[src/rtl/ex_div_pkg.sv]
// Shared widths, state encoding and helpers for the EX-stage iterative divider.
package ex_div_pkg;

  localparam int unsigned DataBus = 64;
  localparam int unsigned WordW   = 32;
  localparam int unsigned DivCntW = 6;

  localparam logic [DataBus-1:0] ZeroDword = '0;

  typedef enum logic [1:0] {
    DivIdle = 2'b00,
    DivBusy = 2'b01,
    DivFix  = 2'b10,
    DivDone = 2'b11
  } div_state_e;

  function automatic logic [DataBus-1:0] twos_neg(input logic [DataBus-1:0] v);
    return ZeroDword - v;
  endfunction

endpackage

[src/rtl/ex_div_if.sv]
// Request/response bundle between the EX stage (master) and the divider (slave).
interface ex_div_if;
  import ex_div_pkg::*;

  logic               div_valid;
  logic               div_ready;
  logic               div_op_signed;
  logic               div_op_rem;
  logic               inst_word;
  logic [DataBus-1:0] div_src1;
  logic [DataBus-1:0] div_src2;
  logic               div_flush;
  logic               div_res_valid;
  logic               div_res_ready;
  logic [DataBus-1:0] div_res_data;
  logic               div_busy;

  modport master (
    output div_valid, div_op_signed, div_op_rem, inst_word, div_src1, div_src2,
    output div_flush, div_res_ready,
    input  div_ready, div_res_valid, div_res_data, div_busy
  );

  modport slave (
    input  div_valid, div_op_signed, div_op_rem, inst_word, div_src1, div_src2,
    input  div_flush, div_res_ready,
    output div_ready, div_res_valid, div_res_data, div_busy
  );

endinterface

[src/rtl/ex_div_prep.sv]
// Operand preparation: word/sign extension, sign capture, magnitudes and
// detection of divide-by-zero and signed overflow at the operating width.
module ex_div_prep
  import ex_div_pkg::*;
(
  input  logic               i_op_signed,
  input  logic               i_word,
  input  logic [DataBus-1:0] i_src1,
  input  logic [DataBus-1:0] i_src2,
  output logic [DataBus-1:0] o_ext_a,
  output logic [DataBus-1:0] o_abs_a,
  output logic [DataBus-1:0] o_abs_b,
  output logic               o_neg_a,
  output logic               o_neg_b,
  output logic               o_div_zero,
  output logic               o_ovf
);

  logic [DataBus-1:0] w_ext_b;
  logic [DataBus-1:0] w_min;

  always_comb begin
    if (i_word) begin
      o_ext_a = {{(DataBus-WordW){i_op_signed & i_src1[WordW-1]}}, i_src1[WordW-1:0]};
      w_ext_b = {{(DataBus-WordW){i_op_signed & i_src2[WordW-1]}}, i_src2[WordW-1:0]};
      // Most negative word value, already sign-extended to the full bus.
      w_min   = {{(DataBus-WordW+1){1'b1}}, {(WordW-1){1'b0}}};
    end else begin
      o_ext_a = i_src1;
      w_ext_b = i_src2;
      w_min   = {1'b1, {(DataBus-1){1'b0}}};
    end
    o_neg_a    = i_op_signed & o_ext_a[DataBus-1];
    o_neg_b    = i_op_signed & w_ext_b[DataBus-1];
    o_abs_a    = o_neg_a ? twos_neg(o_ext_a) : o_ext_a;
    o_abs_b    = o_neg_b ? twos_neg(w_ext_b) : w_ext_b;
    o_div_zero = (w_ext_b == ZeroDword);
    o_ovf      = i_op_signed && (o_ext_a == w_min) && (w_ext_b == {DataBus{1'b1}});
  end

endmodule

[src/rtl/ex_div.sv]
// Iterative radix-2 restoring divider for RV64M DIV/REM (and W variants).
// Optional DIV_SPECIAL_FAST_EN short-circuits divide-by-zero and signed overflow.
module ex_div
  import ex_div_pkg::*;
(
  input  logic    clk,
  input  logic    rst,
  ex_div_if.slave div_if
);

  div_state_e           r_state;
  logic                 r_ready;
  logic                 r_busy;
  logic                 r_res_valid;
  logic                 r_op_rem;
  logic                 r_neg_a;
  logic                 r_neg_b;
  logic [DivCntW-1:0]   r_cnt;
  logic [DataBus-1:0]   r_rem;
  logic [DataBus-1:0]   r_quo;
  logic [DataBus-1:0]   r_divisor;
  logic [DataBus-1:0]   r_res;

  logic [DataBus-1:0]   w_ext_a;
  logic [DataBus-1:0]   w_abs_a;
  logic [DataBus-1:0]   w_abs_b;
  logic                 w_neg_a;
  logic                 w_neg_b;
  logic                 w_div_zero;
  logic                 w_ovf;
  logic                 w_fast;
  logic [DataBus-1:0]   w_special_res;
  logic [DataBus:0]     w_rem_sh;
  logic [DataBus:0]     w_diff;
  logic                 w_ge;
  logic [DataBus-1:0]   w_rem_nxt;
  logic [DataBus-1:0]   w_quo_nxt;
  logic [DataBus-1:0]   w_quo_fix;
  logic [DataBus-1:0]   w_rem_fix;

  ex_div_prep u_prep (
    .i_op_signed (div_if.div_op_signed),
    .i_word      (div_if.inst_word),
    .i_src1      (div_if.div_src1),
    .i_src2      (div_if.div_src2),
    .o_ext_a     (w_ext_a),
    .o_abs_a     (w_abs_a),
    .o_abs_b     (w_abs_b),
    .o_neg_a     (w_neg_a),
    .o_neg_b     (w_neg_b),
    .o_div_zero  (w_div_zero),
    .o_ovf       (w_ovf)
  );

  always_comb begin
    if (w_div_zero) begin
      w_special_res = div_if.div_op_rem ? w_ext_a : {DataBus{1'b1}};
    end else begin
      w_special_res = div_if.div_op_rem ? ZeroDword : w_ext_a;
    end
  end

`ifdef DIV_SPECIAL_FAST_EN
  assign w_fast = w_div_zero | w_ovf;
`else
  logic w_unused_special;
  assign w_fast           = 1'b0;
  assign w_unused_special = ^{w_div_zero, w_ovf, w_special_res};
`endif

  // One restoring step; the shifted remainder needs a 65th bit because the
  // divisor magnitude may use all 64 bits.
  always_comb begin
    w_rem_sh  = {r_rem, r_quo[DataBus-1]};
    w_diff    = w_rem_sh - {1'b0, r_divisor};
    w_ge      = (w_rem_sh >= {1'b0, r_divisor});
    w_rem_nxt = w_ge ? w_diff[DataBus-1:0] : w_rem_sh[DataBus-1:0];
    w_quo_nxt = {r_quo[DataBus-2:0], w_ge};
    w_quo_fix = ((r_neg_a ^ r_neg_b) && (r_divisor != ZeroDword)) ? twos_neg(r_quo) : r_quo;
    w_rem_fix = r_neg_a ? twos_neg(r_rem) : r_rem;
  end

  always_ff @(posedge clk or posedge rst) begin
    if (rst) begin
      r_state     <= DivIdle;
      r_ready     <= 1'b1;
      r_busy      <= 1'b0;
      r_res_valid <= 1'b0;
      r_op_rem    <= 1'b0;
      r_neg_a     <= 1'b0;
      r_neg_b     <= 1'b0;
      r_cnt       <= '0;
      r_rem       <= ZeroDword;
      r_quo       <= ZeroDword;
      r_divisor   <= ZeroDword;
      r_res       <= ZeroDword;
    end else if (div_if.div_flush) begin
      r_state     <= DivIdle;
      r_ready     <= 1'b1;
      r_busy      <= 1'b0;
      r_res_valid <= 1'b0;
    end else begin
      unique case (r_state)
        DivIdle: begin
          if (div_if.div_valid) begin
            r_op_rem  <= div_if.div_op_rem;
            r_neg_a   <= w_neg_a;
            r_neg_b   <= w_neg_b;
            r_quo     <= w_abs_a;
            r_divisor <= w_abs_b;
            r_rem     <= ZeroDword;
            r_cnt     <= '0;
            r_ready   <= 1'b0;
            r_busy    <= 1'b1;
            if (w_fast) begin
              r_res       <= w_special_res;
              r_res_valid <= 1'b1;
              r_state     <= DivDone;
            end else begin
              r_state <= DivBusy;
            end
          end
        end
        DivBusy: begin
          r_rem <= w_rem_nxt;
          r_quo <= w_quo_nxt;
          r_cnt <= r_cnt + DivCntW'(1);
          if (r_cnt == {DivCntW{1'b1}}) begin
            r_state <= DivFix;
          end
        end
        DivFix: begin
          r_res       <= r_op_rem ? w_rem_fix : w_quo_fix;
          r_res_valid <= 1'b1;
          r_state     <= DivDone;
        end
        DivDone: begin
          if (div_if.div_res_ready) begin
            r_res_valid <= 1'b0;
            r_ready     <= 1'b1;
            r_busy      <= 1'b0;
            r_state     <= DivIdle;
          end
        end
        default: r_state <= DivIdle;
      endcase
    end
  end

  assign div_if.div_ready     = r_ready;
  assign div_if.div_busy      = r_busy;
  assign div_if.div_res_valid = r_res_valid;
  assign div_if.div_res_data  = r_res;

endmodule

[src/flat_wrapper.sv]
// flat-port wrapper written by rule: the top's interface ports become plain ports
module ex_div_flat import ex_div_pkg::*;
  (clk, rst, div_if_div_valid, div_if_div_op_signed, div_if_div_op_rem, div_if_inst_word, div_if_div_src1, div_if_div_src2, div_if_div_flush, div_if_div_res_ready, div_if_div_ready, div_if_div_res_valid, div_if_div_res_data, div_if_div_busy);
  ex_div_if div_if_i ();
  input  logic clk;
  input  logic rst;
  input wire logic [$bits(div_if_i.div_valid)-1:0] div_if_div_valid;
  input wire logic [$bits(div_if_i.div_op_signed)-1:0] div_if_div_op_signed;
  input wire logic [$bits(div_if_i.div_op_rem)-1:0] div_if_div_op_rem;
  input wire logic [$bits(div_if_i.inst_word)-1:0] div_if_inst_word;
  input wire logic [$bits(div_if_i.div_src1)-1:0] div_if_div_src1;
  input wire logic [$bits(div_if_i.div_src2)-1:0] div_if_div_src2;
  input wire logic [$bits(div_if_i.div_flush)-1:0] div_if_div_flush;
  input wire logic [$bits(div_if_i.div_res_ready)-1:0] div_if_div_res_ready;
  output wire logic [$bits(div_if_i.div_ready)-1:0] div_if_div_ready;
  output wire logic [$bits(div_if_i.div_res_valid)-1:0] div_if_div_res_valid;
  output wire logic [$bits(div_if_i.div_res_data)-1:0] div_if_div_res_data;
  output wire logic [$bits(div_if_i.div_busy)-1:0] div_if_div_busy;
  assign div_if_i.div_valid = div_if_div_valid;
  assign div_if_i.div_op_signed = div_if_div_op_signed;
  assign div_if_i.div_op_rem = div_if_div_op_rem;
  assign div_if_i.inst_word = div_if_inst_word;
  assign div_if_i.div_src1 = div_if_div_src1;
  assign div_if_i.div_src2 = div_if_div_src2;
  assign div_if_i.div_flush = div_if_div_flush;
  assign div_if_i.div_res_ready = div_if_div_res_ready;
  assign div_if_div_ready = div_if_i.div_ready;
  assign div_if_div_res_valid = div_if_i.div_res_valid;
  assign div_if_div_res_data = div_if_i.div_res_data;
  assign div_if_div_busy = div_if_i.div_busy;
  ex_div u_core (.clk(clk), .rst(rst), .div_if(div_if_i));
endmodule
[config.mk]
export PLATFORM = sky130hd
export DESIGN_NAME = ex_div_flat
export DESIGN_NICKNAME = d
export VERILOG_FILES = /design/src/rtl/ex_div_pkg.sv /design/src/rtl/ex_div_if.sv /design/src/rtl/ex_div_prep.sv /design/src/rtl/ex_div.sv /design/src/flat_wrapper.sv
export SDC_FILE = /design/constraint.sdc
export NUM_CORES = 1
export LEC_CHECK = 0
export CORE_UTILIZATION = 31
export DETAILED_ROUTE_END_ITERATION = 6
export GPL_TIMING_DRIVEN = 0
export HOLD_SLACK_MARGIN = 0.15
export PLACE_DENSITY = 0.46
export SYNTH_ARGS = -nofsm -noshare
export SYNTH_HDL_FRONTEND = slang
export SYNTH_HIERARCHICAL = 1
export SYNTH_SLANG_ARGS = --single-unit
[constraint.sdc]
create_clock -name clk -period 20.1 [get_ports clk]
set_input_delay 4.02 -clock clk [delete_from_list [all_inputs] [get_ports clk]]
set_output_delay 4.02 -clock clk [all_outputs]
set_load 0.005 [all_outputs]
==> results.py, run 1 <==
metrics = {
    "drt": {
        "drt_iter0_drc": 2073,
        "routed-via-count": 22600,
        "routed_wl_um": 93880,
        "avgRoutedWirePerCell_um": 22.94,
        "dr.pass1.iters": 6,
        "ant_nets": 0,
        "routed_via_density": 5.523,
        "remaining_drc_errors": 0,
    },
    "hold_path": {
        "holdPathStages": 1,
        "hp-class": "register to register",
        "hold_start": "u_core/div_if.div_res_data[25]$_DFFE_PP0P_",
        "min_to": "u_core/div_if.div_res_data[25]$_DFFE_PP0P_",
    },
    "logic_synthesis": {
        "synth_cells": 2867,
        "synthesis.area_mm2": 0.02278,
        "syn_avg_cell_area_um2": 7.946,
        "yosys_warnings": 6,
        "synthesis.nets": 3077,
    },
    "global_routing": {
        "met3_usage_pct": 2.759,
        "grt.busiest_layer": "met2",
        "antenna_found_initial": 2,
        "grt_pass1_wl_um": 140500,
        "grtUsageMet2_pct": 38.69,
        "grt_pass1_vias": 22376,
        "use_met1_pct": 35.72,
        "overflow": 0,
        "grt_use_total_pct": 24.70,
        "grt_max_degree": 112,
    },
    "timing": {
        "drv_slew": 0,
        "final.setup.tns_ns": 0,
        "setup_viol": 0,
        "hold_viol": 0,
        "tightest_slew_ns": 1.312,
        "rsz0062_at_grt": "false",
        "fin_crit_ns": 8.325,
        "hold_slack_ns": 0.4810,
        "fmax_mhz": 120.1,
        "final.period_utilization_pct": 41.42,
        "slew_headroom_pct": 12.01,
        "skew_ns": 0.02906,
        "setup_slack_ns": 11.78,
    },
    "clock_tree": {
        "cts_buffers": 36,
        "clkSlewWorstSetupHoldPaths_ns": 0.06,
        "cts_tree": "done",
        "post-cts-setup-buffer-count": 0,
        "cts_resized": 0,
        "htree_levels": 2,
        "clk_latency_ns": 0.57,
        "cts.path.max_buffers": 3,
        "cts_root_buf": "clkbuf_16",
        "cts.sinks": 270,
        "postCtsHoldBufs": 0,
    },
    "setup_path": {
        "reg2regPathDepth": 12,
        "slowest_delay_ns": 0.89,
        "rrSetupSlack_ns": 15.20,
        "crit_buf_inv": 4,
        "worstReg2RegStart": "u_core/r_rem[14]$_DFFE_PP0P_",
        "path_common_cell": "clkbuf_1",
        "path_cells": "clkbuf_1, clkbuf_1, clkbuf_1, buf_1, o21ai_0, o31ai_1, xor2_1, nor2_1, mux2_2",
        "start_kind": "input pin",
        "cp.required_ns": 20.53,
        "critPathKind": "input pin to register",
        "slowest_stage": "buf_1",
        "reg2reg_to": "u_core/r_rem[63]$_DFFE_PP0P_",
        "critPathMaxFanout": 10,
        "arrival_ns": 8.76,
        "worst_setup_path_end_kind": "register",
        "path_delay_family": "buffers and inverters",
    },
    "finish": {
        "fill_cells": 7634,
        "nets": 3315,
        "syn_to_final_growth_pct": 19.43,
        "drive_above_1_share_pct": 6.577,
    },
    "power": {
        "power_frac_comb_pct": 65.8,
        "power_frac_seq_pct": 21.9,
        "cellInternalPower_mw": 2.495,
        "leakagePower_nw": 11.50,
        "sw_frac_of_total_pct": 52.77,
        "power_mw": 5.283,
        "powerDensity_mw_per_mm2": 194.2,
        "clock_power_share_pct": 12.3,
        "peakVddDrop_uv": 149.0,
        "switchingPower_mw": 2.788,
    },
    "floorplanning": {
        "die-height_um": 273.1,
        "die-area_mm2": 0.07457,
        "rows": 99,
        "start_util_pct": 31.28,
        "pin_count": 203,
        "core_mm2": 0.07283,
        "die_w_um": 273.1,
    },
    "placement": {
        "pre_cts_ws_ns": 11.25,
        "hpwl_um": 76020,
        "place.gp.congestion": 0.9531,
        "io_buffer_count": 198,
    },
    "outcome": {
        "outcome": "finished, final reports clean",
    },
    "run": {
        "max_cap_viol_count": 0,
    },
}
power groups by stage:
stage	combinational [mW]	sequential [mW]	clock [mW]
floorplan	2.39	1.01	0
global placement	3.39	1.16	0
detailed placement	3.42	1.17	0
CTS	3.43	1.16	0.670
global route	3.80	1.19	0.691
finish	3.48	1.15	0.650
layer usage:
layer,part of all wire (%),vias to the layer above
met3,5.5,83
met1,47,11156
li1,-,10671
met4,2.4,0
met5,0,-
met2,45,690
final cells by class:
| type | instances | area (um^2) | area share, % |
|---|---|---|---|
| clock buffer | 50 | 1044 | 3.835 |
| sequential | 270 | 6758 | 24.84 |
| buffer | 175 | 777.0 | 2.856 |
| antenna | 1 | 2.502 | 0.009198 |
| timing repair buffer | 200 | 2037 | 7.487 |
| tap | 959 | 1200 | 4.410 |
| clock inverter | 15 | 136.4 | 0.5013 |
| inverter | 149 | 566.8 | 2.083 |
| multi-input combinational | 2273 | 14690 | 53.98 |
flip-flops by register name (all words and copies together), names as in the netlist:
signal	cells
u_core/div_if.div_res_data	64
u_core/r_state	2
u_core/div_if.div_ready	1
u_core/r_neg_a	1
u_core/r_quo	64
u_core/div_if.div_busy	1
u_core/r_cnt	6
u_core/r_neg_b	1
u_core/r_divisor	64
u_core/div_if.div_res_valid	1
u_core/r_op_rem	1
u_core/r_rem	64
worst max-delay path by stage:
stage | start | end | slack (ns) | depth (start not counted)
final | div_if_inst_word | u_core/r_divisor[50]$_DFFE_PP0P_ | 11.78 | 9
after global routing | div_if_inst_word | u_core/r_divisor[34]$_DFFE_PP0P_ | 11.87 | 8
after CTS | div_if_inst_word | u_core/r_divisor[34]$_DFFE_PP0P_ | 11.85 | 8
after detailed placement | div_if_inst_word | u_core/r_divisor[34]$_DFFE_PP0P_ | 11.25 | 8
after global placement | rst | u_core/r_quo[55]$_DFFE_PP0P_ | 4.68 | 2
after floorplan | rst | u_core/div_if.div_busy$_DFFE_PP0P_ | 8.64 | 1
per-stage QoR:
| step | instances | instance area [um^2] | utilization [%] |
|---|---|---|---|
| finish | 4092 | 27210 | 37.35 |
| global route | 4091 | 27200 | 37.35 |
| CTS | 4091 | 27200 | 37.35 |
| detailed placement | 4026 | 26030 | 35.73 |
| global placement | 4024 | 25960 | 35.65 |
| floorplan | 2867 | 22780 | - |
worst reg2reg max path, stage by stage, from the launching register on:
cell and delay [ns]:
dfrtp_1 0.50, ha_1 0.34, clkbuf_2 0.18, and4_1 0.24, nor3b_1 0.38, a221oi_1 0.21
a2111oi_0 0.84, o2bb2ai_1 0.33, o31ai_2 0.64, a31oi_1 0.30, a21oi_1 0.24, mux2_2 0.36
o31ai_1 0.22
cell usage in the layout (no fill, tap or decap), types with 73 or more instances in the layout:
| cell | n |
|---|---|
| nand2_1 | 364 |
| nor2_1 | 145 |
| clkbuf_1 | 129 |
| xnor2_1 | 149 |
| dfrtp_1 | 269 |
| ha_1 | 73 |
| inv_1 | 148 |
| xor2_1 | 147 |
| o21ai_0 | 385 |
| mux2i_1 | 106 |
| a21oi_1 | 202 |
| clkdlybuf4s50_1 | 198 |
Power figures use the tool's default switching activity.
==> run 2: changes to the inputs <==
--- a/config.mk
+++ b/config.mk
@@ -9,7 +9,7 @@
 export DETAILED_ROUTE_END_ITERATION = 6
 export GPL_TIMING_DRIVEN = 0
 export HOLD_SLACK_MARGIN = 0.15
-export PLACE_DENSITY = 0.46
+export PLACE_DENSITY = 0.48
 export SYNTH_ARGS = -nofsm -noshare
 export SYNTH_HDL_FRONTEND = slang
 export SYNTH_HIERARCHICAL = 1
==> constraint.sdc (replaced) <==
create_clock -name clk -period 7.27 [get_ports clk]
set_input_delay 1.454 -clock clk [delete_from_list [all_inputs] [get_ports clk]]
set_output_delay 1.454 -clock clk [all_outputs]
set_load 0.005 [all_outputs]
==> run 2 against run 1 <==
The flow now finishes with violations (DRC). Clock-buffer cell count unchanged. Utilization up 0.14 points. Combinational power rose to 2.8 times the previous value. Global-route usage down 0.32 points.
==> results.py, run 2 (synthesized netlist as in run 1, its figures left out) <==
metrics = {
    "hold_path": {
        "hp-class": "register to register",
    },
    "timing": {
        "fin_crit_ns": 5.656,
        "final.period_utilization_pct": 77.80,
        "rsz0062_at_grt": "false",
        "hold_slack_ns": 0.4746,
        "fmax_mhz": 176.8,
        "hold_viol": 0,
        "tightest_slew_ns": 1.383,
        "slew_headroom_pct": 6.602,
        "final.setup.tns_ns": 0,
        "drv_slew": 0,
        "setup_viol": 0,
        "skew_ns": 0.01972,
    },
    "drt": {
        "ant_nets": 0,
        "routed_wl_um": 92280,
        "drt_iter0_drc": 1957,
        "routed-via-count": 22761,
        "avgRoutedWirePerCell_um": 22.54,
        "remaining_drc_errors": 2,
        "drt-met1-wl_um": 42580,
        "routed_via_density": 5.560,
        "dr.pass1.iters": 7,
        "top_layer_used": "met4",
        "wl_met3_um": 5390,
        "wl_met2_um": 41870,
    },
    "power": {
        "clock_power_share_pct": 12.8,
        "peakVddDrop_uv": 375.2,
        "cellInternalPower_mw": 6.989,
        "power_mw": 14.64,
        "sw_frac_of_total_pct": 52.25,
        "power_frac_seq_pct": 21.8,
        "powerDensity_mw_per_mm2": 536.0,
        "switchingPower_mw": 7.649,
        "leakagePower_nw": 11.55,
        "power_frac_comb_pct": 65.4,
    },
    "finish": {
        "syn_to_final_growth_pct": 19.89,
        "final_cell_mix": "o21ai_0 (385), nand2_1 (364), dfrtp_1 (269)",
        "fill_cells": 7662,
        "fin_area_mm2": 0.02731,
        "drive_above_1_share_pct": 6.507,
        "final_common_cell": "o21ai_0",
        "diodes": 0,
        "nets": 3319,
    },
    "outcome": {
        "violations": "DRC",
        "outcome": "finished with violations",
    },
    "placement": {
        "place.gp.congestion": 0.9310,
        "io_buffer_count": 198,
        "placed_cell_area_mm2": 0.02611,
        "hpwl_um": 75420,
    },
    "clock_tree": {
        "cts.path.max_buffers": 3,
        "postCtsHoldBufs": 0,
        "cts_tree": "done",
        "cts_buffers": 35,
        "cts_root_buf": "clkbuf_16",
        "clk_latency_ns": 0.57,
        "cts_resized": 0,
        "clkSlewWorstSetupHoldPaths_ns": 0.05,
        "htree_levels": 2,
        "post-cts-setup-buffer-count": 0,
        "cts.sinks": 270,
    },
    "floorplanning": {
        "die_w_um": 273.1,
        "core_mm2": 0.07283,
        "start_util_pct": 31.28,
        "pin_count": 203,
        "die-height_um": 273.1,
        "rows": 99,
        "die-area_mm2": 0.07457,
    },
    "setup_path": {
        "critPathKind": "input pin to register",
        "cp.required_ns": 7.70,
        "critPathMaxFanout": 10,
        "start_kind": "input pin",
        "arrival_ns": 6.09,
        "worst_setup_path_end_kind": "register",
    },
    "global_routing": {
        "antenna_found_initial": 0,
        "grt_use_total_pct": 24.39,
        "overflow": 0,
        "grt_pass1_wl_um": 139000,
        "grt_pass1_vias": 22183,
        "grt_max_degree": 44,
    },
    "run": {
        "max_cap_viol_count": 0,
    },
}
[run 2: cell types whose count changed in the layout (fill, tap and decap cells not counted), sizes merged]
cell,delta
clkinv,-3
bufinv,+4
diode,-1
inv,-1
clkinvlp,-2
buf,+5
[run 2: final cells by class]
cell class              count  area, um^2  share of cell area (%)
well taps                 959        1200                   4.393
flip-flops and latches    270        6758                   24.74
clock inverters            13       211.5                  0.7742
repair buffers            205        2122                   7.770
inverters                 149       563.0                   2.062
plain buffers             175       777.0                   2.845
multi-input cells        2273       14690                   53.78
clock buffers              50       993.5                   3.638
[run 2: final timing paths]
| check | startpoint | endpoint | slack, ns | cells after the start |
|---|---|---|---|---|
| max in group asynchronous | rst | u_core/r_quo[57]$_DFFE_PP0P_ | 4.60 | 6 |
| min in group asynchronous | rst | u_core/r_divisor[6]$_DFFE_PP0P_ | 1.30 | 2 |
| hold reg to reg | u_core/div_if.div_res_data[15]$_DFFE_PP0P_ | u_core/div_if.div_res_data[15]$_DFFE_PP0P_ | 0.47 | 2 |
| setup reg to reg | u_core/r_divisor[0]$_DFFE_PP0P_ | u_core/div_if.div_res_data[24]$_DFFE_PP0P_ | 2.33 | 10 |
| setup / recovery | div_if_inst_word | u_core/r_divisor[50]$_DFFE_PP0P_ | 1.61 | 9 |
| hold / removal | u_core/div_if.div_res_data[15]$_DFFE_PP0P_ | u_core/div_if.div_res_data[15]$_DFFE_PP0P_ | 0.47 | 2 |
[run 2: worst max-delay path, cell delays in order]
cell and delay, ns:
clkbuf_1 0.78, clkbuf_1 0.72, clkbuf_1 0.77, buf_1 0.87, o21ai_0 0.21, o31ai_1 0.66, xor2_1 0.25, nor2_1 0.06
mux2_2 0.28
[run 2: metal layers]
layer | global-route usage, % | vias to the layer above
li1 | - | 10701
met1 | 34.72 | 11266
met5 | 0 | -
met4 | 7.057 | 0
met3 | 3.005 | 90
met2 | 38.37 | 704
[run 2: through the flow]
| step | util, % | setup WS (ns) | std cells |
|---|---|---|---|
| floorplan | - | 2.249 | 2867 |
| global placement | 35.65 | 0.09033 | 4024 |
| detailed placement | 35.84 | 1.094 | 4031 |
| CTS | 37.50 | 1.691 | 4094 |
| global route | 37.50 | 1.670 | 4094 |
| finish | 37.50 | 1.614 | 4094 |
[run 2: power groups by stage]
stage | registers (mW) | clock network (mW) | logic (mW)
final | 3.20 | 1.87 | 9.57
after detailed placement | 3.22 | 0 | 9.40
after CTS | 3.20 | 1.91 | 9.46
after global routing | 3.29 | 1.98 | 10.5
after floorplan | 2.79 | 0 | 6.60
after global placement | 3.21 | 0 | 9.33
